### config.mk
export PLATFORM = sky130hd
export DESIGN_NAME = hazard_ctrl
export DESIGN_NICKNAME = d
export VERILOG_FILES = /design/src/rtl/hazard_ctrl_pkg.sv /design/src/rtl/hazard_ctrl_perf_counter.sv /design/src/rtl/hazard_ctrl.sv
export SDC_FILE = /design/constraint.sdc
export NUM_CORES = 1
export LEC_CHECK = 0
export CAP_MARGIN = 20
export CORE_ASPECT_RATIO = 0.8
export CORE_MARGIN = 4
export CORE_UTILIZATION = 45
export CTS_BUF_LIST = sky130_fd_sc_hd__clkbuf_8
export DETAILED_ROUTE_END_ITERATION = 10
export PLACE_DENSITY_LB_ADDON = 0.12
export SKIP_LAST_GASP = 1
export SLEW_MARGIN = 20
export SYNTH_ARGS = -nofsm -noshare
export SYNTH_HDL_FRONTEND = slang
export SYNTH_HIERARCHICAL = 1
export SYNTH_SLANG_ARGS = --single-unit
### constraint.sdc
create_clock -name Clk -period 3.2 [get_ports Clk]
set_clock_uncertainty 0.2 [all_clocks]
set_input_delay 0.48 -clock Clk [delete_from_list [all_inputs] [get_ports Clk]]
set_output_delay 0.48 -clock Clk [all_outputs]
set_load 0.01 [all_outputs]
### src/rtl/hazard_ctrl_pkg.sv
// Shared encodings for the pipeline hazard sequencer: PC source select and FSM states.
// Pure declarations, no logic.
// No flow control.
package hazard_ctrl_pkg;

    localparam logic [1:0] PCSRC_SEQ = 2'b00;
    localparam logic [1:0] PCSRC_BR  = 2'b01;
    localparam logic [1:0] PCSRC_J   = 2'b10;
    localparam logic [1:0] PCSRC_JR  = 2'b11;

    typedef enum logic [1:0] {
        RUN     = 2'd0,
        MWAIT   = 2'd1,
        RELEASE = 2'd2
    } state_t;

endpackage

### src/rtl/hazard_ctrl_perf_counter.sv
// 32-bit wrapping event counter with synchronous clear.
// Latency: count reflects an increment one Clk edge after inc.
// No backpressure; inc is sampled every cycle.
module perf_counter (
    input  logic        Clk,
    input  logic        reset,
    input  logic        inc,
    output logic [31:0] count
);

    always_ff @(posedge Clk) begin
        if (reset)
            count <= '0;
        else if (inc)
            count <= count + 32'd1;
    end

endmodule

### src/rtl/hazard_ctrl.sv
// Pipeline sequencer: stage write-enables, bubbles/flushes, PC source and perf counters.
// Latency: controls are combinational from inputs and state; state/counters update on Clk.
// Backpressure: memory wait states hold every stage up to EX_MEM and bubble MEM_WB.
module hazard_ctrl
    import hazard_ctrl_pkg::*;
#(
    parameter int MEM_LAT = 2,
    parameter int CNT_W   = 3
) (
    input  logic        Clk,
    input  logic        reset,
    input  logic [4:0]  id_rs,
    input  logic [4:0]  id_rt,
    input  logic        id_uses_rt,
    input  logic        ex_memread,
    input  logic [4:0]  ex_rt,
    input  logic        mem_branch,
    input  logic        mem_zero,
    input  logic        mem_jump,
    input  logic        mem_jr,
    input  logic        mem_memread,
    input  logic        mem_memwrite,
    output logic        pc_write,
    output logic        if_id_write,
    output logic        id_ex_write,
    output logic        ex_mem_write,
    output logic        if_id_empty,
    output logic        id_ex_empty,
    output logic        ex_mem_empty,
    output logic        mem_wb_empty,
    output logic [1:0]  pc_src,
    output logic        busy,
    output logic [31:0] stall_count,
    output logic [31:0] flush_count
);

    localparam bit HAS_WAIT = (MEM_LAT != 0);
    localparam bit LONG_WAIT = (MEM_LAT >= 2);

    state_t           state;
    logic [CNT_W-1:0] cnt;
    logic             memacc;
    logic             redirect;
    logic             loaduse;
    logic             mwstall;
    logic             stall_inc;
    logic             flush_inc;

    assign memacc   = mem_memread | mem_memwrite;
    assign redirect = (mem_branch & mem_zero) | mem_jump | mem_jr;
    assign loaduse  = ex_memread && (ex_rt != 5'd0) &&
                      ((ex_rt == id_rs) || (id_uses_rt && (ex_rt == id_rt)));
    // In RELEASE the access already waited; memacc is ignored so the pipeline advances.
    assign mwstall  = ((state == RUN) && memacc && HAS_WAIT) || (state == MWAIT);

    always_comb begin
        pc_write     = 1'b1;
        if_id_write  = 1'b1;
        id_ex_write  = 1'b1;
        ex_mem_write = 1'b1;
        if_id_empty  = 1'b0;
        id_ex_empty  = 1'b0;
        ex_mem_empty = 1'b0;
        mem_wb_empty = 1'b0;
        pc_src       = PCSRC_SEQ;
        if (reset) begin
            pc_write     = 1'b0;
            if_id_write  = 1'b0;
            id_ex_write  = 1'b0;
            ex_mem_write = 1'b0;
            if_id_empty  = 1'b1;
            id_ex_empty  = 1'b1;
            ex_mem_empty = 1'b1;
            mem_wb_empty = 1'b1;
        end else if (mwstall) begin
            pc_write     = 1'b0;
            if_id_write  = 1'b0;
            id_ex_write  = 1'b0;
            ex_mem_write = 1'b0;
            mem_wb_empty = 1'b1;
        end else if (redirect) begin
            pc_src       = mem_jr ? PCSRC_JR : (mem_jump ? PCSRC_J : PCSRC_BR);
            if_id_empty  = 1'b1;
            id_ex_empty  = 1'b1;
            ex_mem_empty = 1'b1;
        end else if (loaduse) begin
            pc_write     = 1'b0;
            if_id_write  = 1'b0;
            id_ex_empty  = 1'b1;
        end
    end

    assign busy      = !reset && (state != RUN);
    assign stall_inc = !reset && !pc_write;
    assign flush_inc = !reset && !mwstall && redirect;

    always_ff @(posedge Clk) begin
        if (reset) begin
            state <= RUN;
            cnt   <= '0;
        end else begin
            case (state)
                RUN: begin
                    if (memacc && HAS_WAIT) begin
                        cnt   <= CNT_W'(MEM_LAT - 1);
                        state <= LONG_WAIT ? MWAIT : RELEASE;
                    end
                end
                MWAIT: begin
                    if (cnt == CNT_W'(1))
                        state <= RELEASE;
                    else
                        cnt <= cnt - CNT_W'(1);
                end
                RELEASE: state <= RUN;
                default: state <= RUN;
            endcase
        end
    end

    perf_counter u_stall_cnt (
        .Clk   (Clk),
        .reset (reset),
        .inc   (stall_inc),
        .count (stall_count)
    );

    perf_counter u_flush_cnt (
        .Clk   (Clk),
        .reset (reset),
        .inc   (flush_inc),
        .count (flush_count)
    );

endmodule

==> results of run 1 <==
## state kept, by name (all words and copies together) (netlist names)
name and count:
cnt 3, state 2, u_stall_cnt/count 32, u_flush_cnt/count 32
## cell families (layout without fill, tap and decap cells)
group                      after synthesis  count (layout)  share of synthesized area
buffers and inverters                   37             148                     0.0470
AOI/OAI and AO/OA                       40              40                     0.0681
adders and majority gates                4               4                     0.0138
and+or+nand+nor                        213             213                      0.325
xor gates and xnor gates                37              37                     0.0896
DFF                                     69              69                      0.382
muxes                                   24              24                     0.0740
## metrics by stage
step / setup TNS (ns) / instance area (µm²) / std cells / hold WS (ns)
after floorplan: 0 / 3620 / 424 / 0.257
after global placement: -2.16 / 4770 / 625 / 0.277
after detailed placement: -3.79 / 4770 / 625 / 0.288
after CTS: 0 / 5000 / 640 / 0.303
after global routing: -0.0108 / 5010 / 640 / 0.340
final: 0 / 5010 / 640 / 0.301
## Yosys cell counts, types with 5 or more instances
library cell   n  share of area
a21oi_1       15          0.021
and3_1         5         0.0086
and4_1         6          0.015
clkbuf_1      15          0.016
dfxtp_1       69           0.38
inv_1         13          0.013
mux2_2        18          0.056
nand2_1       18          0.019
nand3_1       19          0.026
nand4_1       20          0.035
nor2_1        60          0.062
nor2b_1       21          0.036
nor3_1        23          0.032
o21ai_0        8          0.011
o31ai_1        7          0.015
or2_2          5         0.0086
or3_1          9          0.016
or4_1          7          0.015
xnor2_1        9          0.022
xor2_1        28          0.068
## metal layers
| layer | track usage | vias to the layer above | share of wire |
|---|---|---|---|
| li1 | - | 1703 | - |
| met1 | 0.271 | 1617 | 0.47 |
| met2 | 0.314 | 86 | 0.48 |
| met3 | 0.0442 | 11 | 0.043 |
| met4 | 0.0562 | 0 | 0.012 |
| met5 | 0 | - | 0 |
## final timing paths
check                           startpoint                     to  slack [ns]  cells after the start
worst max register to register    state[0]  u_flush_cnt/count[30]        0.53                      7
worst max-delay path              ex_rt[2]            id_ex_empty        0.06                      7
worst min-delay path                cnt[1]                 cnt[1]        0.30                      2
worst min register to register      cnt[1]                 cnt[1]        0.30                      2
## layout make-up
type	instances	area, µm²
Clock buffer	9	124
Fill cell	701	2590
Sequential cell	69	1380
Timing Repair Buffer	120	1150
Tap cell	105	131
Inverter	13	48.8
Multi-Input combinational cell	318	2080
Clock inverter	6	104
## worst register-to-register path, stage by stage, from the launching register on
cell	delay, ns
dfxtp_1	0.33
nor3_2	0.25
nor2_1	0.10
nor3_1	0.31
and4_1	0.35
nand4_1	0.33
nor3_1	0.31
mux2_2	0.37
## cell usage in the layout (no fill, tap or decap), drive strengths merged, types with 9 or more instances in the layout
cell           synthesis  final
clkdlybuf4s50          0     96
dfxtp                 69     69
nor2                  60     60
xor2                  28     28
nor3                  23     23
buf                    9     22
nand4                 22     22
mux2                  22     22
nor2b                 21     21
nand3                 19     19
nand2                 18     18
a21oi                 15     15
inv                   13     14
xnor2                  9      9
or3                    9      9
clkbuf                15      9
o21ai                  9      9
or4                    9      9
## where the power goes
part	total (µW)	internal (µW)	switching, µW
sequential	880	870	10.5
clock	825	508	317
combinational	183	96.9	85.6
total	1890	1470	413
## repair_timing
| item | in CTS | in global routing |
|---|---|---|
| hold endpoints to repair | 0 | 0 |
| setup endpoints to repair | 0 | 14 |
| gates resized for setup | 0 | 4 |
==> metrics.md, run 1 <==
| Metric | Value |
|---|---|
| Hold WC Path Type | `reg2reg` |
| First-pass GRT wire length | `between 15000 and 20000 µm` |
| Slowest stage delay, CP | `between 0.5 and 0.6 ns` |
| Post-layout util | `0.659` |
| Final hold violations | `0` |
| CTS root buffer | `clkbuf_8` |
| Vias | `3417` |
| Vias per cell | `5.34` |
| Crit start category | `input port` |
| Net count of the mapped netlist | `between 400 and 500` |
| Detailed Routing Iterations Pass 1 | `6` |
| Post-route setup slack | `0.0599 ns` |
| Worst EP required | `2.52 ns` |
| Critical path cell sequence | `clkdlybuf4s50_1 -> buf_4 -> or4_1 -> o21ai_2 -> or2_2 -> o21bai_1 -> clkdlybuf4s50_1` |
| Initial antenna violation count | `0` |
| Slew headroom | `0.488` |
| EDFF count, synth | `0` |
| Remaining DRCs | `0` |
| Leakage | `between 0.0015 and 0.002 µW` |
| Area Overhead vs Synth | `38.6%` |
| CTS sink cnt | `69` |
| Worst Tran Pin Value | `0.768 ns` |
| Maximum VDD drop | `0.000306 V` |
| Clock buffer depth | `2` |
| Synth Cell Area | `roughly 3600 µm²` |
| DPL Wire Length | `6630 µm` |
| Slowest cell on crit path | `or4_1` |
| Setup CP Type | `in2out` |
| Unique masters post-synth | `43` |
| CTS buffer count | `9` |
| Drt total wl | `approximately 9000 µm` |
| Worst-Skew Late Latency | `0.34 ns` |
| Final Max Slew Viols | `0` |
| Total grt overflow | `0` |
| DR iter-0 viols | `139` |
| Total power | `1890 µW` |
| Final #Nets | `between 500 and 600` |
| Fmax | `0.318 GHz` |
| Antenna Nets Post-Route | `0` |
| Share of cells above drive strength 1 | `0.133` |
| Dpl ws | `-0.221 ns` |
| Number of synthesized register bits | `69` |
| Cells after synthesis | `424` |
| Top-level port count | `100` |
| Critical path endpoint category | `primary output` |
| Final Wtd Congestion | `0.784` |
| Die height | `88.2 µm` |
| Worst path arrival time | `roughly 2.5 ns` |
| Global Route Usage Sum | `0.197` |
| Status | `complete, no violations` |
| Synth async-reset ratio | `0` |
| Final Cycle Share | `0.981` |
| RSZ-0062 raised after global routing | `yes` |
| H-tree levels | `3` |
| Die width | `approximately 110 µm` |
| TritonCTS clock tree | `yes` |
| Mean Syn Cell Area | `about 8.5 µm²` |
| Pwr dens | `376 nW/µm²` |
| Wire length per cell | `14.1 µm` |
| Critical path's most frequent cell | `clkdlybuf4s50_1` |
| Worst Path Max Fanout | `3` |
| WP buf/inv | `3` |
| Largest net degree at the start of global routing | `slightly below 80` |
| ANT cells | `0` |
| Core area | `7600 µm²` |
| Cts-stage hold buffer count | `0` |
| Post-synthesis sequential area ratio | `0.382` |
| Die ar. | `9550 µm²` |
| Vias in the first global route | `~3200` |
| Period minus WS final | `3.14 ns` |
| Starting Density | `0.476` |
| Post-CTS Setup Repair Bufs | `0` |
| Final setup vio count | `0` |
| CP delay by family, top | `buffers and inverters` |
| Rows | `28` |
| YS warnings | `6` |
| Ys flop type | `dfxtp_1` |
| IO Port Bufs | `99` |
| Clock slew at reported path FFs | `0.07 ns` |
| Max-Cap Viols | `0` |
Note: power is estimated with default switching activity, not from simulation.
==> run 2: changes to the inputs <==
CAP_MARGIN = 5   (was 20)
==> results of run 2 <==
No change in the layout: final DEF, timing and power equal those of run 1.
==> run 3: changes to the inputs <==
ABC_AREA = 0   (was not set)
==> results of run 3 <==
No change in the layout: final DEF, timing and power equal those of run 1.
